## src/rtl/vram_pkg.sv

```systemverilog
// Shared types and width defaults for the VRAM initiator-side arbiter.
package vram_pkg;

    localparam int VRAM_ADDR_W = 16;
    localparam int VRAM_DATA_W = 16;

    typedef enum logic [1:0] {
        IDLE,
        PEND,
        RDATA,
        DONE
    } arb_state_e;

endpackage

```

## src/rtl/vram_arb_if.sv

```systemverilog
// Signal bundle between the video fetch, host register path and the VRAM port.
interface vram_arb_if #(
    parameter int ADDR_W = vram_pkg::VRAM_ADDR_W,
    parameter int DATA_W = vram_pkg::VRAM_DATA_W
);
    logic              vid_sel;
    logic [ADDR_W-1:0] vid_addr;
    logic              vid_valid;
    logic [DATA_W-1:0] vid_data_out;

    logic              host_req;
    logic              host_wr;
    logic [ADDR_W-1:0] host_addr;
    logic [DATA_W-1:0] host_data_in;
    logic              host_busy;
    logic              host_ack;
    logic [DATA_W-1:0] host_data_out;

    logic              vram_sel;
    logic              vram_wr_en;
    logic [ADDR_W-1:0] vram_addr;
    logic [DATA_W-1:0] vram_data_in;
    logic [DATA_W-1:0] vram_data_out;

    // Arbiter view.
    modport slave (
        input  vid_sel, vid_addr,
        input  host_req, host_wr, host_addr, host_data_in,
        input  vram_data_out,
        output vid_valid, vid_data_out,
        output host_busy, host_ack, host_data_out,
        output vram_sel, vram_wr_en, vram_addr, vram_data_in
    );

    // Surrounding system view: fetch logic, host interface and the VRAM itself.
    modport master (
        output vid_sel, vid_addr,
        output host_req, host_wr, host_addr, host_data_in,
        output vram_data_out,
        input  vid_valid, vid_data_out,
        input  host_busy, host_ack, host_data_out,
        input  vram_sel, vram_wr_en, vram_addr, vram_data_in
    );

endinterface

```

## src/rtl/vram_arb.sv

```systemverilog
// VRAM port arbiter: video reads always win, a single held host request
// takes the first cycle with no video access.
module vram_arb
    import vram_pkg::*;
#(
    parameter int ADDR_W = VRAM_ADDR_W,
    parameter int DATA_W = VRAM_DATA_W
) (
    input  logic       clk,
    input  logic       reset,
    vram_arb_if.slave  bus
);

    arb_state_e        state_q, state_d;
    logic              hold_wr_q;
    logic [ADDR_W-1:0] hold_addr_q;
    logic [DATA_W-1:0] hold_data_q;
    logic              vid_valid_q;
    logic [DATA_W-1:0] host_data_out_q;
    logic              grant;

    // NOTE: every signal assigned in always_comb gets a default first so no latch is inferred.
    always_comb begin
        state_d = state_q;
        grant   = 1'b0;
        unique case (state_q)
            IDLE:    if (bus.host_req) state_d = PEND;
            PEND: begin
                if (!bus.vid_sel) begin
                    grant   = 1'b1;
                    state_d = hold_wr_q ? DONE : RDATA;
                end
            end
            RDATA:   state_d = DONE;
            DONE:    state_d = IDLE;
            default: state_d = IDLE;
        endcase
    end

    // NOTE: sequential state uses non-blocking assignments so every register samples pre-edge values.
    always_ff @(posedge clk) begin
        if (reset) begin
            state_q         <= IDLE;
            hold_wr_q       <= 1'b0;
            hold_addr_q     <= '0;
            hold_data_q     <= '0;
            vid_valid_q     <= 1'b0;
            host_data_out_q <= '0;
        end else begin
            state_q     <= state_d;
            vid_valid_q <= bus.vid_sel;
            if (state_q == IDLE && bus.host_req) begin
                hold_wr_q   <= bus.host_wr;
                hold_addr_q <= bus.host_addr;
                hold_data_q <= bus.host_data_in;
            end
            // Data for a host read lands here; a grant only happens with vid_sel low, so no video return collides.
            if (state_q == RDATA) host_data_out_q <= bus.vram_data_out;
        end
    end

    always_comb begin
        bus.vram_sel     = bus.vid_sel | grant;
        bus.vram_addr    = bus.vid_sel ? bus.vid_addr : hold_addr_q;
        // A write granted in a reset cycle must never reach the array.
        bus.vram_wr_en   = grant & hold_wr_q & ~reset;
        bus.vram_data_in = hold_data_q;
    end

    assign bus.host_busy     = (state_q != IDLE);
    assign bus.host_ack      = (state_q == DONE);
    assign bus.host_data_out = host_data_out_q;
    assign bus.vid_valid     = vid_valid_q;
    assign bus.vid_data_out  = bus.vram_data_out;

endmodule

```

## src/flat_wrapper.sv

```systemverilog
// flat-port wrapper written by rule: the top's interface ports become plain ports
module vram_arb_flat import vram_pkg::*;
#(
    parameter int ADDR_W = VRAM_ADDR_W,
    parameter int DATA_W = VRAM_DATA_W
)
  (clk, reset, bus_vid_sel, bus_vid_addr, bus_host_req, bus_host_wr, bus_host_addr, bus_host_data_in, bus_vram_data_out, bus_vid_valid, bus_vid_data_out, bus_host_busy, bus_host_ack, bus_host_data_out, bus_vram_sel, bus_vram_wr_en, bus_vram_addr, bus_vram_data_in);
  vram_arb_if #(.ADDR_W(ADDR_W), .DATA_W(DATA_W)) bus_i ();
  input  logic clk;
  input  logic reset;
  input wire logic [$bits(bus_i.vid_sel)-1:0] bus_vid_sel;
  input wire logic [$bits(bus_i.vid_addr)-1:0] bus_vid_addr;
  input wire logic [$bits(bus_i.host_req)-1:0] bus_host_req;
  input wire logic [$bits(bus_i.host_wr)-1:0] bus_host_wr;
  input wire logic [$bits(bus_i.host_addr)-1:0] bus_host_addr;
  input wire logic [$bits(bus_i.host_data_in)-1:0] bus_host_data_in;
  input wire logic [$bits(bus_i.vram_data_out)-1:0] bus_vram_data_out;
  output wire logic [$bits(bus_i.vid_valid)-1:0] bus_vid_valid;
  output wire logic [$bits(bus_i.vid_data_out)-1:0] bus_vid_data_out;
  output wire logic [$bits(bus_i.host_busy)-1:0] bus_host_busy;
  output wire logic [$bits(bus_i.host_ack)-1:0] bus_host_ack;
  output wire logic [$bits(bus_i.host_data_out)-1:0] bus_host_data_out;
  output wire logic [$bits(bus_i.vram_sel)-1:0] bus_vram_sel;
  output wire logic [$bits(bus_i.vram_wr_en)-1:0] bus_vram_wr_en;
  output wire logic [$bits(bus_i.vram_addr)-1:0] bus_vram_addr;
  output wire logic [$bits(bus_i.vram_data_in)-1:0] bus_vram_data_in;
  assign bus_i.vid_sel = bus_vid_sel;
  assign bus_i.vid_addr = bus_vid_addr;
  assign bus_i.host_req = bus_host_req;
  assign bus_i.host_wr = bus_host_wr;
  assign bus_i.host_addr = bus_host_addr;
  assign bus_i.host_data_in = bus_host_data_in;
  assign bus_i.vram_data_out = bus_vram_data_out;
  assign bus_vid_valid = bus_i.vid_valid;
  assign bus_vid_data_out = bus_i.vid_data_out;
  assign bus_host_busy = bus_i.host_busy;
  assign bus_host_ack = bus_i.host_ack;
  assign bus_host_data_out = bus_i.host_data_out;
  assign bus_vram_sel = bus_i.vram_sel;
  assign bus_vram_wr_en = bus_i.vram_wr_en;
  assign bus_vram_addr = bus_i.vram_addr;
  assign bus_vram_data_in = bus_i.vram_data_in;
  vram_arb #(.ADDR_W(ADDR_W), .DATA_W(DATA_W)) u_core (.clk(clk), .reset(reset), .bus(bus_i));
endmodule
```

## config.mk

```make
export PLATFORM = sky130hd
export DESIGN_NAME = vram_arb_flat
export DESIGN_NICKNAME = d
export VERILOG_FILES = /design/src/rtl/vram_pkg.sv /design/src/rtl/vram_arb_if.sv /design/src/rtl/vram_arb.sv /design/src/flat_wrapper.sv
export SDC_FILE = /design/constraint.sdc
export NUM_CORES = 1
export LEC_CHECK = 0
export CELL_PAD_IN_SITES_DETAIL_PLACEMENT = 1
export CELL_PAD_IN_SITES_GLOBAL_PLACEMENT = 1
export CORE_ASPECT_RATIO = 0.5
export CORE_MARGIN = 3
export CORE_UTILIZATION = 26
export DETAILED_ROUTE_END_ITERATION = 7
export GPL_ROUTABILITY_DRIVEN = 0
export PLACE_DENSITY = 0.81
export SLEW_MARGIN = 20
export SYNTH_ARGS = -nofsm -noshare
export SYNTH_HDL_FRONTEND = slang
export SYNTH_SLANG_ARGS = --single-unit
```

## constraint.sdc

```tcl
create_clock -name clk -period 1.7 [get_ports clk]
set_clock_uncertainty 0.05 [all_clocks]
set_input_delay 0.34 -clock clk [delete_from_list [all_inputs] [get_ports clk]]
set_output_delay 0.34 -clock clk [all_outputs]
set_load 0.02 [all_outputs]
```

## Yosys cells after proc, flatten, opt, wreduce, memory -nomap -nowiden

Cells that the tools add are included.

- Register bits: 52
- Word-level logic and storage cells: 26

- Equality and inequality tests: 5
- Reduce and logical (&&, ||, !) cells: 4
- Muxes and demuxes: 7
- Bitwise logic cells: 4

Operator list:

| operator | number |
|---|---|
| $mux 16 | 1 |
| $pmux 2 s4 | 1 |
| $eq 2x2->1 const B | 2 |
| $mux 2 | 2 |
| $ne 2x2->1 const B | 2 |
| $mux 1 | 3 |
| $and 1x1->1 | 2 |
| $eq 2x1->1 const B | 1 |
| $logic_not 2->1 | 1 |
| $reduce_and 2->1 | 1 |
| $reduce_bool 2->1 | 1 |
| $logic_and 1x1->1 | 1 |
| $not 1->1 | 1 |
| $or 1x1->1 | 1 |

## Longest topological paths before layout

- Depth in word-level cells: 4
- Mapped depth: 7

## Worst setup path before layout

No wires, ideal clock.

- Path type: input to output
- From: in bus_vid_sel
- To: out bus_vram_wr_en
- Path slack: -0.072 ns
- Path buffers: 2
- Arrival time: 1.382 ns
- Data required time: 1.310 ns
- Stages: 3
- Cell sequence: buf_2 > buf_6 > nor4bb_1

- Longest elaborated chain between the ends: 4

Ends and longest elaborated chain:

| element | line | source |
|---|---|---|
| from (decl) | flat_wrapper.sv:11 | `input wire logic [$bits(bus_i.vid_sel)-1:0] bus_vid_sel;` |
| $mux 1 | vram_arb.sv:29 | `if (!bus.vid_sel) begin` |
| $mux 1 | vram_arb.sv:26 | `unique case (state_q)` |
| $and 1x1->1 (2 in a row) | vram_arb.sv:66 | `bus.vram_wr_en = grant & hold_wr_q & ~reset;` |
| to (decl) | flat_wrapper.sv:24 | `output wire logic [$bits(bus_i.vram_wr_en)-1:0] bus_vram_wr_en;` |

Every way passes these cells.

## Final worst setup path

- From: reg u_core.state_q[0]
- To: reg u_core.host_data_out_q[4] (netlist: u_core.bus.host_data_out[4])

- Longest elaborated chain between the ends: 1

Ends and longest elaborated chain:

| element | line | source |
|---|---|---|
| from (decl) | vram_arb.sv:14 | `arb_state_e state_q, state_d;` |
| from (signal assigned) | vram_arb.sv:50 | `state_q <= state_d;` |
| $eq 2x2->1 | vram_arb.sv:58 | `if (state_q == RDATA) host_data_out_q <= bus.vram_data_out;` |
| to (signal assigned) | vram_arb.sv:58 |  |
| to (decl) | vram_arb.sv:19 | `logic [DATA_W-1:0] host_data_out_q;` |

Every way passes these cells.
A chain may end at the register's enable or synchronous reset.

==> impl_metrics.py <==
metrics = {
    "floorplanning": {
        "initial_core_util": 0.275,
        "core.rowCount": 23,
        "die_w_um": 138,
        "dieArea_sq_mm": 0.00993,
        "io_pins": 138,
        "core_sq_mm": 0.00823,
        "die_h_um": 72.0,
    },
    "pwr": {
        "p_total_mw": 5.50,
        "peakVddDrop_uv": 606,
        "leakagePower_nw": 1.63,
        "power_density_mw_per_mm2": 1390,
    },
    "timing": {
        "fmax_mhz": 596,
        "fin_ws_ps": 22.7,
        "setup_viol": 0,
        "tightest_slew_ps": 571,
        "holdWs_ps": 411,
        "slew_viol_final": 0,
        "hold_viol_final": 0,
        "fin_crit_ps": 1680,
        "slew_headroom": 0.620,
        "period_share": 0.987,
    },
    "global_routing": {
        "grt_start_max_net_pins": 53,
        "gr-total-overflow": 0,
        "grt_usage": 0.167,
        "antenna_found_initial": 0,
        "grt_pass1_wl_um": 12900,
        "grt_pass1_vias": 2433,
    },
    "layout": {
        "design.final.nets": 463,
        "syn2layout_area_growth_pct": 74.9,
        "diodes": 0,
        "layout.core_utilization": 0.481,
        "final_common_cell": "clkdlybuf4s50_1",
        "seq_area_sq_mm": 0.00104,
        "drive_above_1_share": 0.177,
        "multi_input_area_sq_mm": 0.00102,
        "fillerInstances": 948,
        "layout_common_cells": "clkdlybuf4s50_1, nand2_1, dfxtp_1",
        "final_area_sq_mm": 0.00396,
    },
    "clocking": {
        "cts_buffers": 5,
        "clock_path_buffers": 2,
        "cts_tree": "yes",
        "htreeDepth": 2,
        "cts_root_buf": "clkbuf_16",
        "cts_hold_buf": 0,
        "clkLatencyLatePin_ps": 290,
        "cts_sinks": 52,
        "clk_pin_slew_ps": 70,
    },
    "setup_path": {
        "worstSetupStartpointType": "flop",
        "path_class": "flop to flop",
        "required_ps": 1800,
        "r2r_cells": 7,
        "crit_arrival_ps": 1780,
        "crit_path_end_kind": "flop",
        "cp_max_fo": 16,
    },
    "route": {
        "vias": 2267,
        "finalWirelength_um": 9230,
        "routed_via_density": 4.52,
        "firstDrtPassIters": 4,
        "drt_iter0_markers": 88,
        "drc": 0,
        "ant_nets": 0,
        "routedWlPerCell_um": 18.4,
    },
    "yosys": {
        "syn-num-nets": 330,
        "synth_cells": 255,
        "synth_compound_area_frac": 0.0895,
        "synthMuxAreaShare": 0.150,
        "synthXorXnorAreaFrac": 0,
        "yosysUniqueCellTypes": 25,
        "synth_top_family_by_area": "simple AND/OR/NAND/NOR gates",
        "syn_area_sq_mm": 0.00226,
        "synthSimpleGateAreaFrac": 0.161,
        "syn_area_per_cell_sq_um": 8.88,
        "yosys_warnings": 0,
        "ys_seq_elements": 52,
        "ys_seq_area_frac": 0.460,
        "synthAdderAreaFrac": 0.0331,
    },
    "run": {
        "cap_violations": 0,
    },
    "place": {
        "numPortBuffers": 137,
        "place_area_sq_mm": 0.00373,
        "hpwl_um": 6110,
        "place_ws_ps": -625,
    },
    "run_status": {
        "status": "completed",
    },
    "min_path": {
        "whs_path_depth": 2,
        "hold_class": "flop to flop",
    },
}
## layout make-up
class,instances,share of cell area
clock inverter,3,0.0227
clock buffer,5,0.0316
tap,112,0.0354
timing repair buffer,159,0.388
inverter,3,0.00284
multi-input combinational,167,0.256
sequential,52,0.263
## worst max-delay path, stage by stage, from the launching register on
cell	delay (ps)
dfxtp_2	340
buf_4	130
inv_1	80
buf_4	130
ha_1	160
buf_6	230
mux2i_1	320
nor2_1	90
## synth_stat cells, drive strengths merged
cell | number | area (sq um)
a31oi | 1 | 6.26
nand2b | 1 | 6.26
buf | 25 | 199
nand2 | 68 | 258
nor2b | 1 | 6.26
and3 | 1 | 6.26
mux2 | 16 | 180
nor2 | 16 | 60.1
mux2i | 16 | 160
o21ba | 1 | 10.0
a211oi | 1 | 7.51
or2 | 2 | 12.5
inv | 3 | 11.3
ha | 6 | 75.1
and2 | 1 | 6.26
a311oi | 1 | 8.76
nor4bb | 1 | 10.0
dfxtp | 52 | 1040
a21oi | 34 | 170
clkbuf | 8 | 30.0
## metal layers
| metal | wire length (um) | global-route usage | vias up |
|---|---|---|---|
| li1 | - | - | 1082 |
| met1 | 3540 | 0.177 | 1114 |
| met2 | 5140 | 0.334 | 53 |
| met3 | 291 | 0.0339 | 18 |
| met4 | 260 | 0.0482 | 0 |
| met5 | 0 | 0 | - |
## path summary, 6_finish.rpt
kind                                           start                                        to  slack, ps
setup / recovery      u_core.state_q[0]$_SDFFE_PP0P_  u_core.bus.host_data_out[4]$_SDFFE_PP0N_         20
hold / removal    u_core.hold_addr_q[1]$_SDFFE_PP0P_        u_core.hold_addr_q[1]$_SDFFE_PP0P_        410
setup reg to reg      u_core.state_q[0]$_SDFFE_PP0P_  u_core.bus.host_data_out[4]$_SDFFE_PP0N_         20
hold reg to reg   u_core.hold_addr_q[1]$_SDFFE_PP0P_        u_core.hold_addr_q[1]$_SDFFE_PP0P_        410
## sequential cells by signal, indices dropped and copies added (netlist names)
| register | flops |
|---|---|
| u_core.bus.host_data_out | 16 |
| u_core.bus.vram_data_in | 16 |
| u_core.hold_addr_q | 16 |
| u_core.state_q | 2 |
| u_core.bus.vid_valid | 1 |
| u_core.hold_wr_q | 1 |
## kinds of logic after synthesis
kind of cell | count (synthesis)
and+or+nand+nor | 91
DFF | 52
AOI/OAI and AO/OA | 38
buffers and inverters | 36
muxes | 32
adders and majority gates | 6
## metrics by stage
stage,setup TNS [ps],instances
detailed placement,-12740,490
global placement,-12060,490
CTS,0,499
floorplan,0,255
global route,-52.7,501
finish,0,501
## power by group
part / switching, mW / internal, mW / total (mW)
Sequential: 0.145 / 1.47 / 1.61
Clock: 0.464 / 0.993 / 1.46
Combinational: 1.29 / 1.14 / 2.43
## what timing repair did
item                       CTS  global route
pin swaps                    2             1
gates cloned                 1             2
gates resized for setup     95            15
setup endpoints to repair   36            26
setup buffers                1             0
Note: power is estimated with default switching activity, not from simulation.
